`config.mk`:
```
export PLATFORM = sky130hd
export DESIGN_NAME = dec3t8_seq_flat
export DESIGN_NICKNAME = d
export VERILOG_FILES = /design/src/rtl/dec3t8_seq_if.sv /design/src/rtl/dec3t8_seq.sv /design/src/flat_wrapper.sv
export SDC_FILE = /design/constraint.sdc
export NUM_CORES = 1
export LEC_CHECK = 0
export CORE_ASPECT_RATIO = 0.7
export CORE_MARGIN = 1
export CORE_UTILIZATION = 45
export DETAILED_ROUTE_END_ITERATION = 6
export PLACE_DENSITY = 0.75
export SKIP_LAST_GASP = 1
export SLEW_MARGIN = 30
export SYNTH_ARGS = -nofsm -noshare
export SYNTH_HDL_FRONTEND = slang
export SYNTH_SLANG_ARGS = --single-unit
```
`constraint.sdc`:
```
create_clock -name clk -period 6.6 [get_ports clk]
set_clock_uncertainty 0.15 [all_clocks]
set_input_delay 1.32 -clock clk [delete_from_list [all_inputs] [get_ports clk]]
set_output_delay 1.32 -clock clk [all_outputs]
set_load 0.02 [all_outputs]
```
`src/rtl/dec3t8_seq_if.sv`:
```
// Handshake and decoded-output bundle for dec3t8_seq: codes flow in on the master side,
// one-hot lines and status flow back from the decoder on the slave side.
interface dec3t8_seq_if;
  logic       en;
  logic [2:0] code;
  logic       in_valid;
  logic       in_ready;
  logic [7:0] Y;
  logic       y_valid;
  logic       busy;
  logic [1:0] level;

  modport master (
    output en,
    output code,
    output in_valid,
    input  in_ready,
    input  Y,
    input  y_valid,
    input  busy,
    input  level
  );

  modport slave (
    input  en,
    input  code,
    input  in_valid,
    output in_ready,
    output Y,
    output y_valid,
    output busy,
    output level
  );
endinterface

```
`src/rtl/dec3t8_seq.sv`:
```
// Sequenced 3-to-8 decoder: codes are buffered in a 2-entry FIFO and each one-hot code is held
// on Y for HOLD cycles. Define DEC_ACTIVE_LOW_EN for an active-low (74x138-style) Y bus.
module dec3t8_seq #(
  parameter int unsigned HOLD = 1,
  parameter int unsigned CW   = 8
) (
  input logic         clk,
  input logic         rst,
  dec3t8_seq_if.slave bus
);

`ifdef DEC_ACTIVE_LOW_EN
  localparam logic [7:0] YIdle = 8'hFF;
`else
  localparam logic [7:0] YIdle = 8'h00;
`endif

  localparam logic [CW-1:0] HoldLoad = CW'(HOLD - 1);

  typedef enum logic [0:0] {StIdle, StHold} state_e;

  state_e        state_q, state_d;
  logic [CW-1:0] cnt_q, cnt_d;
  logic [7:0]    y_q, y_d;
  logic          y_valid_q, y_valid_d;

  logic [2:0] mem_q [2];
  logic       wr_ptr_q;
  logic       rd_ptr_q;
  logic [1:0] level_q;

  logic       in_ready;
  logic       push;
  logic       pop;
  logic       slot_free;
  logic [2:0] head;

  // in_ready looks only at the registered level, so a full FIFO never pushes through a pop.
  assign in_ready  = !rst && (level_q != 2'd2);
  assign push      = bus.in_valid && in_ready;
  assign head      = mem_q[rd_ptr_q];
  assign slot_free = (state_q == StIdle) || (cnt_q == '0);
  assign pop       = slot_free && (level_q != 2'd0) && bus.en;

  // FIFO storage and occupancy
  always_ff @(posedge clk or posedge rst) begin
    if (rst) begin
      mem_q[0] <= '0;
      mem_q[1] <= '0;
      wr_ptr_q <= 1'b0;
      rd_ptr_q <= 1'b0;
      level_q  <= 2'd0;
    end else begin
      if (push) begin
        mem_q[wr_ptr_q] <= bus.code;
        wr_ptr_q        <= ~wr_ptr_q;
      end
      if (pop) begin
        rd_ptr_q <= ~rd_ptr_q;
      end
      case ({push, pop})
        2'b10:   level_q <= level_q + 2'd1;
        2'b01:   level_q <= level_q - 2'd1;
        default: level_q <= level_q;
      endcase
    end
  end

  // FSM state and output registers
  always_ff @(posedge clk or posedge rst) begin
    if (rst) begin
      state_q   <= StIdle;
      cnt_q     <= '0;
      y_q       <= YIdle;
      y_valid_q <= 1'b0;
    end else begin
      state_q   <= state_d;
      cnt_q     <= cnt_d;
      y_q       <= y_d;
      y_valid_q <= y_valid_d;
    end
  end

  // Next state
  always_comb begin
    state_d = state_q;
    unique case (state_q)
      StIdle: begin
        if (pop) state_d = StHold;
      end
      StHold: begin
        if ((cnt_q == '0) && !pop) state_d = StIdle;
      end
      default: state_d = StIdle;
    endcase
  end

  // A load at the end of a hold reuses the same edge, giving back-to-back codes with no gap.
  always_comb begin
    cnt_d     = cnt_q;
    y_d       = y_q;
    y_valid_d = y_valid_q;
    if (pop) begin
      y_d       = YIdle ^ (8'd1 << head);
      y_valid_d = 1'b1;
      cnt_d     = HoldLoad;
    end else if ((state_q == StHold) && (cnt_q != '0)) begin
      cnt_d = cnt_q - CW'(1);
    end else begin
      y_d       = YIdle;
      y_valid_d = 1'b0;
      cnt_d     = '0;
    end
  end

  assign bus.in_ready = in_ready;
  assign bus.Y        = y_q;
  assign bus.y_valid  = y_valid_q;
  assign bus.busy     = (state_q == StHold) || (level_q != 2'd0);
  assign bus.level    = level_q;

endmodule

```
`src/flat_wrapper.sv`:
```
// flat-port wrapper written by rule: the top's interface ports become plain ports
module dec3t8_seq_flat 
#(
  parameter int unsigned HOLD = 1,
  parameter int unsigned CW   = 8
)
  (clk, rst, bus_en, bus_code, bus_in_valid, bus_in_ready, bus_Y, bus_y_valid, bus_busy, bus_level);
  dec3t8_seq_if bus_i ();
  input logic clk;
  input logic rst;
  input wire logic [$bits(bus_i.en)-1:0] bus_en;
  input wire logic [$bits(bus_i.code)-1:0] bus_code;
  input wire logic [$bits(bus_i.in_valid)-1:0] bus_in_valid;
  output wire logic [$bits(bus_i.in_ready)-1:0] bus_in_ready;
  output wire logic [$bits(bus_i.Y)-1:0] bus_Y;
  output wire logic [$bits(bus_i.y_valid)-1:0] bus_y_valid;
  output wire logic [$bits(bus_i.busy)-1:0] bus_busy;
  output wire logic [$bits(bus_i.level)-1:0] bus_level;
  assign bus_i.en = bus_en;
  assign bus_i.code = bus_code;
  assign bus_i.in_valid = bus_in_valid;
  assign bus_in_ready = bus_i.in_ready;
  assign bus_Y = bus_i.Y;
  assign bus_y_valid = bus_i.y_valid;
  assign bus_busy = bus_i.busy;
  assign bus_level = bus_i.level;
  dec3t8_seq #(.HOLD(HOLD), .CW(CW)) u_core (.clk(clk), .rst(rst), .bus(bus_i));
endmodule
```
==> summary.md, run 1 <==
| Metric | Value |
|---|---|
| CTS Root Cell | `clkbuf_8` |
| Pwr dens | `around 360 mW/mm2` |
| Ant diodes | `0` |
| CTS tree | `done` |
| Switch share | `between 30% and 40%` |
| Fmax | `248 MHz` |
| Hold_buf cts | `0` |
| Cells after Synth | `about 130` |
| Syn_nets | `around 140` |
| Antenna violations before repair | `0` |
| # DRC | `0` |
| CP max stage delay | `between 600 and 700 ps` |
| Crit path top cell by count | `clkdlybuf4s50_1` |
| First-pass GRT wire length | `between 4000 and 5000 um` |
| Crit Reg-Reg Endpoint | `u_core.bus.level[1]` |
| Largest family of logic cells by synthesized area | `compound AO/OA/AOI/OAI gates` |
| H-tree depth | `1` |
| Tcrit/Tclk final | `about three fifths` |
| Fillers | `approximately 250` |
| Largest net degree at the start of global routing | `31` |
| Drt first pass iters | `4` |
| RSZ-0062 raised after global routing | `false` |
| R2r setup slk | `roughly 4000 ps` |
| IR drop worst, VDD | `0.000241 V` |
| Cell Int Power | `between 0.0003 and 0.0004 W` |
| Layout area overhead | `17.8%` |
| Io pins | `20` |
| Synth Area in Compound Gates | `21.3%` |
| GRT Residual Overflow | `0` |
| Sw power | `about 0.00021 W` |
| Initial Util | `approximately half` |
| Cell Rows | `16` |
| Primary FF master, synth | `dfrtp_1` |
| Dpl cells | `about 180` |
| Worst path slowest cell | `clkdlybuf4s50_1` |
| Final setup vio count | `0` |
| Hold Fails Final Rpt | `0` |
| Post-route ant nets | `0` |
| CP Cell Sequence | `clkdlybuf4s50_1 -> a21oi_1 -> clkdlybuf4s50_1` |
| Vias in the first global route | `just under 900` |
| Core Area | `~0.0028 mm2` |
| Outcome | `complete, no violations` |
| Cts repair resizes | `0` |
| Gr usage total | `between 15 and 20%` |
| Synth warn | `0` |
| Crit. Startpoint | `rst` |
| CTS Buffer Depth | `2` |
| Syn Std Cell Area | `0.00138 mm2` |
| Hold path depth | `1` |
| Via Count | `1030` |
| First DRT Iteration DRCs | `111` |
| CP startpoint kind | `primary input` |
| Post-synth ARST share | `100%` |
| Setup TNS | `0 ps` |
| Clock power frac | `between 10% and 20%` |
| #FFs+latches synth | `28` |
| Worst hold path class | `reg2reg` |
| Seq pwr share | `47.6%` |
| Dpl hpwl | `roughly 1900 um` |
| Max Transition Viols Final | `0` |
| R2R Path Start | `u_core.cnt_q[0]` |
| Drt total wl | `around 2700 um` |
| XOR/XNOR share of the synthesized area | `about 3.8%` |
| Commonest non-fill, non-tap cell in the layout | `dfrtp_1` |
| Post-synthesis sequential area ratio | `between 50% and 60%` |
| I/O Buffers | `19` |
| Yosys cell types | `33` |
| Crit Path Class | `in2out` |
| Sink Count | `28` |
| Placer Congestion | `between 0.7 and 0.8` |
| Clk slew on worst S/H paths | `about 90 ps` |
| Crit path DAT | `~2600 ps` |
| R2R depth | `8` |
| Min Tclk post-route | `between 4000 and 5000 ps` |
| Fin util | `57.0%` |
| Die area | `0.00329 mm2` |
| Power Total | `slightly below 0.0006 W` |
| Number of enable flip-flop cells after synthesis | `0` |
| CTS Buf Count | `3` |
| Share of cells above drive strength 1 | `a little under a tenth` |
| Post-synthesis adder-cell area fraction | `2.73%` |
| Portion of netlist area occupied by mux cells | `under 10%` |
| CP endpoint | `bus_in_ready` |
| Pleak | `roughly 0.71 nW` |
| Layout Cells excl Fill | `approximately 180` |
| Avg Cell Area, Syn | `~11 um2` |
| Combinational fraction of design power | `a little under two fifths` |
| Post-Synth Simple-Gate Area | `a little under an eighth` |
| Req. time, crit path | `5130 ps` |
| Sequential cell area | `701 um2` |
| Min Hold Slack | `357 ps` |
| Final #Nets | `about 160` |
| Die Y | `between 40 and 50 um` |
| Vias per cell | `about 5.8` |
| Slew margin rel. | `approximately three fifths` |
| Crit-path max FO | `3` |
| Most frequent cells in the layout | `dfrtp_1 (28), clkdlybuf4s50_1 (19), o211ai_1 (11), o31ai_1 (10)` |
| Multi-input gate area | `roughly 610 um2` |
| Worst slew pin tran | `about 600 ps` |
| Number of post-CTS setup repair buffers | `0` |
| Max cap viols | `0` |
| Crit. End Element | `primary output` |
| WL/cell | `about 15 um` |
| Chip width | `between 60 and 70 um` |
| Later-pin clock latency in the skew report | `between 200 and 300 ps` |
kinds of logic (layout without fill, tap and decap cells):
logic type,count (synthesis),after routing
AO/OA/AOI/OAI,41,41
flip-flops,28,28
AND/OR/NAND/NOR,28,28
buffers and inverters,15,31
XOR/XNOR,6,6
multiplexers,6,6
adder cells (fa/ha/maj),3,3
worst min-delay path by stage:
stage                       to            start
3_5_place_dp   u_core.mem_q[1]  u_core.mem_q[1]
6_report       u_core.mem_q[1]  u_core.mem_q[1]
2_1_floorplan  u_core.mem_q[1]  u_core.mem_q[1]
3_3_place_gp   u_core.mem_q[1]  u_core.mem_q[1]
4_1_cts        u_core.mem_q[1]  u_core.mem_q[1]
5_1_grt        u_core.mem_q[4]  u_core.mem_q[4]
metal layers:
layer / track usage (%) / up-vias / part of all wire (%)
li1: - / 502 / -
met5: 0 / - / 0
met1: 25.0 / 499 / 47
met4: 3.75 / 0 / 0.37
met2: 28.2 / 26 / 47
met3: 5.84 / 3 / 5.3
Yosys cell counts (2+ instances only):
library cell,count,share of area [%]
nand2_1,2,0.55
o21ai_0,4,1.5
nor3_1,4,1.5
o31ai_1,10,5.5
mux2_2,6,4.9
or3_1,4,1.8
a31oi_1,2,0.91
inv_1,9,2.5
o211ai_1,11,6.0
nor2_1,8,2.2
clkbuf_1,4,1.1
dfrtp_1,28,51
ha_1,3,2.7
nor2b_1,2,0.91
xnor2_1,6,3.8
o21ai_1,2,0.73
or4_1,3,1.6
a21oi_1,4,1.5
power by group through the flow:
stage                     Combinational, W  Sequential [W]   Clock, W
after global routing              0.000231        0.000284   0.000100
after floorplan                   0.000133        0.000276          0
after CTS                         0.000213        0.000276  0.0000935
final                             0.000213        0.000274  0.0000899
after global placement            0.000206        0.000274          0
after detailed placement          0.000212        0.000279          0
worst max-delay path, delay by kind of cell:
family                 cells  cell delay, ps
buffers and inverters      2            1100
AOI/OAI and AO/OA          1             150
sequential cells by signal (all words and copies together), names as in the netlist:
register            flops
u_core.mem_q            6
u_core.wr_ptr_q         1
u_core.cnt_q            8
u_core.bus.Y            8
u_core.rd_ptr_q         1
u_core.state_q          1
u_core.bus.level        2
u_core.bus.y_valid      1
area by class of cell:
| cell class | count | share of cell area, % |
|---|---|---|
| Sequential cell | 28 | 43.2 |
| Multi-Input combinational cell | 84 | 37.7 |
| Timing Repair Buffer | 19 | 11.7 |
| Tap cell | 36 | 2.78 |
| Clock buffer | 3 | 2.55 |
| Inverter | 9 | 2.08 |
through the flow:
stage	worst slack (ps)	area (um2)
6_report	2570	1620
5_1_grt	2480	1620
4_1_cts	2550	1620
3_5_place_dp	2570	1580
3_3_place_gp	2630	1580
2_1_floorplan	3470	1380
Power figures use the tool's default switching activity.
==> run 2, diff against run 1 <==
- PLACE_DENSITY: 0.75 -> 0.78
- clock period: 6.6 -> 3.39 ns (I/O delays scaled with it)
==> summary.md, run 2 (synthesized netlist as in run 1, its figures left out) <==
| Metric | Value |
|---|---|
| Crit. End Element | `primary output` |
| CTS tree | `done` |
| Most frequent cells in the layout | `dfrtp_1 (28), clkdlybuf4s50_1 (19), o211ai_1 (11), o31ai_1 (10), inv_1 (9)` |
| Die area | `0.00329 mm2 (unchanged)` |
| Sink Count | `28 (unchanged)` |
| Crit. Startpoint | `rst` |
| Layout area overhead | `19.9%` |
| First-pass GRT wire length | `4330 um (+3.0%)` |
| Crit Reg-Reg Endpoint | `u_core.bus.level[1]` |
| Placer Congestion | `0.808 (+3.4%)` |
| Setup TNS | `0 ps (unchanged)` |
| Max Transition Viols Final | `0 (unchanged)` |
| Crit Path Class | `in2out` |
| Via Count | `1039 (+0.87%)` |
| Chip width | `68.1 um (unchanged)` |
| Crit-path max FO | `3 (unchanged)` |
| Hold_buf cts | `0 (unchanged)` |
| Dpl hpwl | `2030 um (+5.8%)` |
| R2R depth | `9 (+1)` |
| CTS Root Cell | `clkbuf_8` |
| Gr usage total | `18.4% (+0.35 points)` |
| Pwr dens | `705 mW/mm2 (+98%)` |
| R2r setup slk | `830 ps (-3200 ps)` |
| CP startpoint kind | `primary input` |
| Die Y | `48.3 um (unchanged)` |
| WL/cell | `15.1 um (-0.16%)` |
| Fmax | `between 300 and 400 MHz` |
| Hold Fails Final Rpt | `0 (unchanged)` |
| Slew margin rel. | `61.9% (+2.7 points)` |
| Cts repair resizes | `0 (unchanged)` |
| Req. time, crit path | `2560 ps (-2570 ps)` |
| CP endpoint | `bus_in_ready` |
| Worst slew pin tran | `567 ps (-43.2 ps)` |
| Min Tclk post-route | `about 2700 ps` |
| Largest net degree at the start of global routing | `17 (-45%)` |
| Clk slew on worst S/H paths | `90 ps (about the same)` |
| Min Hold Slack | `366 ps (+9.25 ps)` |
| Worst hold path class | `reg2reg` |
| R2R Path Start | `u_core.cnt_q[0]` |
| Drt first pass iters | `4 (unchanged)` |
| Ant diodes | `0 (unchanged)` |
| Number of post-CTS setup repair buffers | `0 (unchanged)` |
| Later-pin clock latency in the skew report | `280 ps (about the same)` |
| Vias in the first global route | `938 (+5.4%)` |
| Cell Rows | `16 (unchanged)` |
| Drt total wl | `2750 um (+1.5%)` |
| I/O Buffers | `19 (unchanged)` |
| Fillers | `245 (-1.6%)` |
| CTS Buf Count | `3 (unchanged)` |
| Io pins | `20 (unchanged)` |
| Final setup vio count | `0 (unchanged)` |
| Initial Util | `48.4% (unchanged)` |
| Core Area | `0.00284 mm2 (unchanged)` |
| Vias per cell | `5.71 (-0.79%)` |
| Pleak | `0.732 nW (+2.5%)` |
| CTS Buffer Depth | `2 (unchanged)` |
| Share of cells above drive strength 1 | `10.3% (+1.2 points)` |
| RSZ-0062 raised after global routing | `false` |
| Post-route ant nets | `0 (unchanged)` |
| Final #Nets | `157 (+1.3%)` |
| Commonest non-fill, non-tap cell in the layout | `dfrtp_1` |
| Max cap viols | `0 (unchanged)` |
| First DRT Iteration DRCs | `89 (-20%)` |
| GRT Residual Overflow | `0 (unchanged)` |
| H-tree depth | `1 (unchanged)` |
| Antenna violations before repair | `0 (unchanged)` |
| Crit path DAT | `1880 ps (-680 ps)` |
| # DRC | `0 (unchanged)` |
| IR drop worst, VDD | `0.000452 V (+87%)` |
| Tcrit/Tclk final | `about four fifths` |
| Outcome | `complete, no violations` |
run 2: changes by cell type in the layout (fill, tap and decap cells not counted), sizes merged:
cell    before  now
buf          0    2
clkbuf       3    4
run 2: area by class of cell:
type                            count  area [um2]  share of cell area [%]
Timing Repair Buffer               21         205                    12.4
Inverter                            9        33.8                    2.05
Clock buffer                        4        55.1                    3.34
Multi-Input combinational cell     84         611                    37.0
Sequential cell                    28         701                    42.5
Tap cell                           36        45.0                    2.73
run 2: report_power, final:
part / internal, W / switching [W] / leakage (nW)
Combinational: 0.000211 / 0.000205 / 0.338
Clock: 0.000104 / 0.000105 / 0.0288
Sequential: 0.000424 / 0.000114 / 0.365
run 2: routing by layer:
layer	track usage [%]	up-vias	part of all wire, %
li1	-	505	-
met1	25.3	515	49
met2	28.4	15	46
met3	5.14	4	3.2
met4	6.25	0	1.1
met5	0	-	0
run 2: through the flow:
step	std cells	area, um2	power, W	setup slack [ps]	util [%]
floorplan	127	1380	0.000796	1010	-
global placement	178	1600	0.000936	699	56.1
detailed placement	178	1600	0.000959	684	56.1
CTS	182	1650	0.00117	669	58.1
global route	182	1650	0.00124	574	58.1
finish	182	1650	0.00116	680	58.1
run 2: worst max-delay path: stages:
cell             delay [ps]
clkdlybuf4s50_1         460
a21oi_1                 130
clkdlybuf4s50_1         610
run 2: how the worst min path moves through the flow:
stage	cells after the start	slack [ps]	endpoint	start
detailed placement	1	350	u_core.mem_q[4]	u_core.mem_q[4]
global placement	1	340	u_core.mem_q[1]	u_core.mem_q[1]
floorplan	1	320	u_core.mem_q[1]	u_core.mem_q[1]
CTS	1	370	u_core.mem_q[4]	u_core.mem_q[4]
global route	1	400	u_core.cnt_q[0]	u_core.cnt_q[0]
finish	1	370	u_core.mem_q[4]	u_core.mem_q[4]
==> run 3, diff against run 2 <==
- PLACE_DENSITY: 0.78 -> 0.75
- clock period: 3.39 -> 2.8 ns (I/O delays scaled with it)
==> summary.md, run 3 (synthesized netlist as in run 1, its figures left out) <==
| Metric | Value |
|---|---|
| CP startpoint kind | `primary input` |
| Most frequent cells in the layout | `dfrtp_1 (28), clkdlybuf4s50_1 (19), o211ai_1 (11), o31ai_1 (10), inv_1 (9)` |
| Die Y | `48.3 um (unchanged)` |
| Min Hold Slack | `376 ps (+10.3 ps)` |
| Cts repair resizes | `0 (unchanged)` |
| IR drop worst, VDD | `0.000414 V (-8.5%)` |
| Crit path DAT | `1770 ps (-110 ps)` |
| GRT Residual Overflow | `0 (unchanged)` |
| RSZ-0062 raised after global routing | `false` |
| Crit Path Class | `in2out` |
| Ant diodes | `0 (unchanged)` |
| Max cap viols | `0 (unchanged)` |
| # DRC | `0 (unchanged)` |
| Layout area overhead | `19.5%` |
| R2R depth | `8 (-1)` |
| Antenna violations before repair | `0 (unchanged)` |
| Pleak | `0.730 nW (-0.22%)` |
| Share of cells above drive strength 1 | `10.3% (unchanged)` |
| R2r setup slk | `430 ps (-400 ps)` |
| Commonest non-fill, non-tap cell in the layout | `dfrtp_1` |
| Largest net degree at the start of global routing | `23 (+6)` |
| Min-Delay Endpoint | `u_core.mem_q[1]` |
| CTS Buf Count | `3 (unchanged)` |
| Max Transition Viols Final | `0 (unchanged)` |
| Setup TNS | `0 ps (unchanged)` |
| Via Count | `1052 (+1.3%)` |
| Placer Congestion | `0.771 (-4.6%)` |
| Post-route ant nets | `0 (unchanged)` |
| First-pass GRT wire length | `4330 um (+0.16%)` |
| Final setup vio count | `0 (unchanged)` |
| Hold Fails Final Rpt | `0 (unchanged)` |
| Outcome | `complete, no violations` |
| Worst slew pin tran | `553 ps (-13.7 ps)` |
| Gr usage total | `18.7% (+0.22 points)` |
| CP Depth | `3 (unchanged)` |
| Io pins | `20 (unchanged)` |
| Hold Startpoint | `u_core.mem_q[1]` |
| WL/cell | `15.2 um (+0.22%)` |
| Crit. End Element | `primary output` |
| Sink Count | `28 (unchanged)` |
| Req. time, crit path | `2090 ps (-470 ps)` |
| CP Cell Sequence | `clkdlybuf4s50_1 -> a21oi_1 -> clkdlybuf4s50_1` |
| Drt total wl | `2760 um (+0.22%)` |
| Hold path depth | `1 (unchanged)` |
| I/O Buffers | `19 (unchanged)` |
| CTS Root Cell | `clkbuf_8` |
| Core Area | `0.00284 mm2 (unchanged)` |
| R2R Path Start | `u_core.cnt_q[0]` |
| Crit-path max FO | `3 (unchanged)` |
| Dpl hpwl | `2070 um (+1.7%)` |
| Pwr dens | `832 mW/mm2 (+18%)` |
| H-tree depth | `1 (unchanged)` |
| CTS Buffer Depth | `2 (unchanged)` |
| Cell Rows | `16 (unchanged)` |
| Tcrit/Tclk final | `around 88%` |
| CP max stage delay | `620 ps (about the same)` |
| Worst path slowest cell | `clkdlybuf4s50_1` |
| CTS tree | `done` |
| Number of post-CTS setup repair buffers | `0 (unchanged)` |
| Largest delay share family, worst path | `buffers and inverters` |
| Final #Nets | `158 (+0.64%)` |
| Drt first pass iters | `4 (unchanged)` |
| Crit Reg-Reg Endpoint | `u_core.bus.level[1]` |
| Later-pin clock latency in the skew report | `270 ps (about the same)` |
| Min Tclk post-route | `2480 ps` |
| Fmax | `slightly above 400 MHz` |
| Die area | `0.00329 mm2 (unchanged)` |
| First DRT Iteration DRCs | `48 (-46%)` |
| Hold_buf cts | `0 (unchanged)` |
| Chip width | `68.1 um (unchanged)` |
| Vias in the first global route | `953 (+1.6%)` |
| Worst hold path class | `reg2reg` |
| Buf+Inv Stages, Crit Path | `2 (unchanged)` |
| Initial Util | `48.4% (unchanged)` |
| Vias per cell | `5.78 (+1.3%)` |
| Slew margin rel. | `62.9% (+0.92 points)` |
| Clk slew on worst S/H paths | `90 ps (about the same)` |
| Crit path top cell by count | `clkdlybuf4s50_1` |
## run 3: worst max path at each step
stage / start / end / slack, ps
2_1_floorplan: rst / u_core.bus.level[1] / 540
3_3_place_gp: rst / bus_in_ready / 350
3_5_place_dp: rst / bus_in_ready / 320
4_1_cts: rst / bus_in_ready / 310
5_1_grt: rst / bus_in_ready / 270
6_report: rst / bus_in_ready / 320
## run 3: layer usage
metal,track usage [%],wire length [um],vias to the layer above
li1,-,-,519
met1,24.2,1330,507
met2,31.4,1320,22
met3,5.84,87,4
met4,3.75,21,0
met5,0,0,-
## run 3: through the flow
stage          cell area [um2]  util [%]  std cells  setup WS, ps  power, W
6_report                  1640      57.8        182           324   0.00137
5_1_grt                   1640      57.8        182           270   0.00146
4_1_cts                   1640      57.8        182           310   0.00137
3_5_place_dp              1600      56.4        179           325   0.00116
3_3_place_gp              1600      56.4        179           346   0.00114
2_1_floorplan             1380         -        127           536  0.000964
## run 3: power breakdown
group | switching (W) | leakage, nW | internal (W) | total, W
combinational | 0.000261 | 0.344 | 0.000259 | 0.000520
clock | 0.000115 | 0.0216 | 0.0000964 | 0.000212
sequential | 0.000122 | 0.365 | 0.000513 | 0.000636
## run 3: area by class of cell
class,count,area [um2]
flip-flops and latches,28,701
clock buffers,3,41.3
inverters,9,33.8
fillers,241,1200
multi-input cells,84,611
repair buffers,22,213
well taps,36,45.0
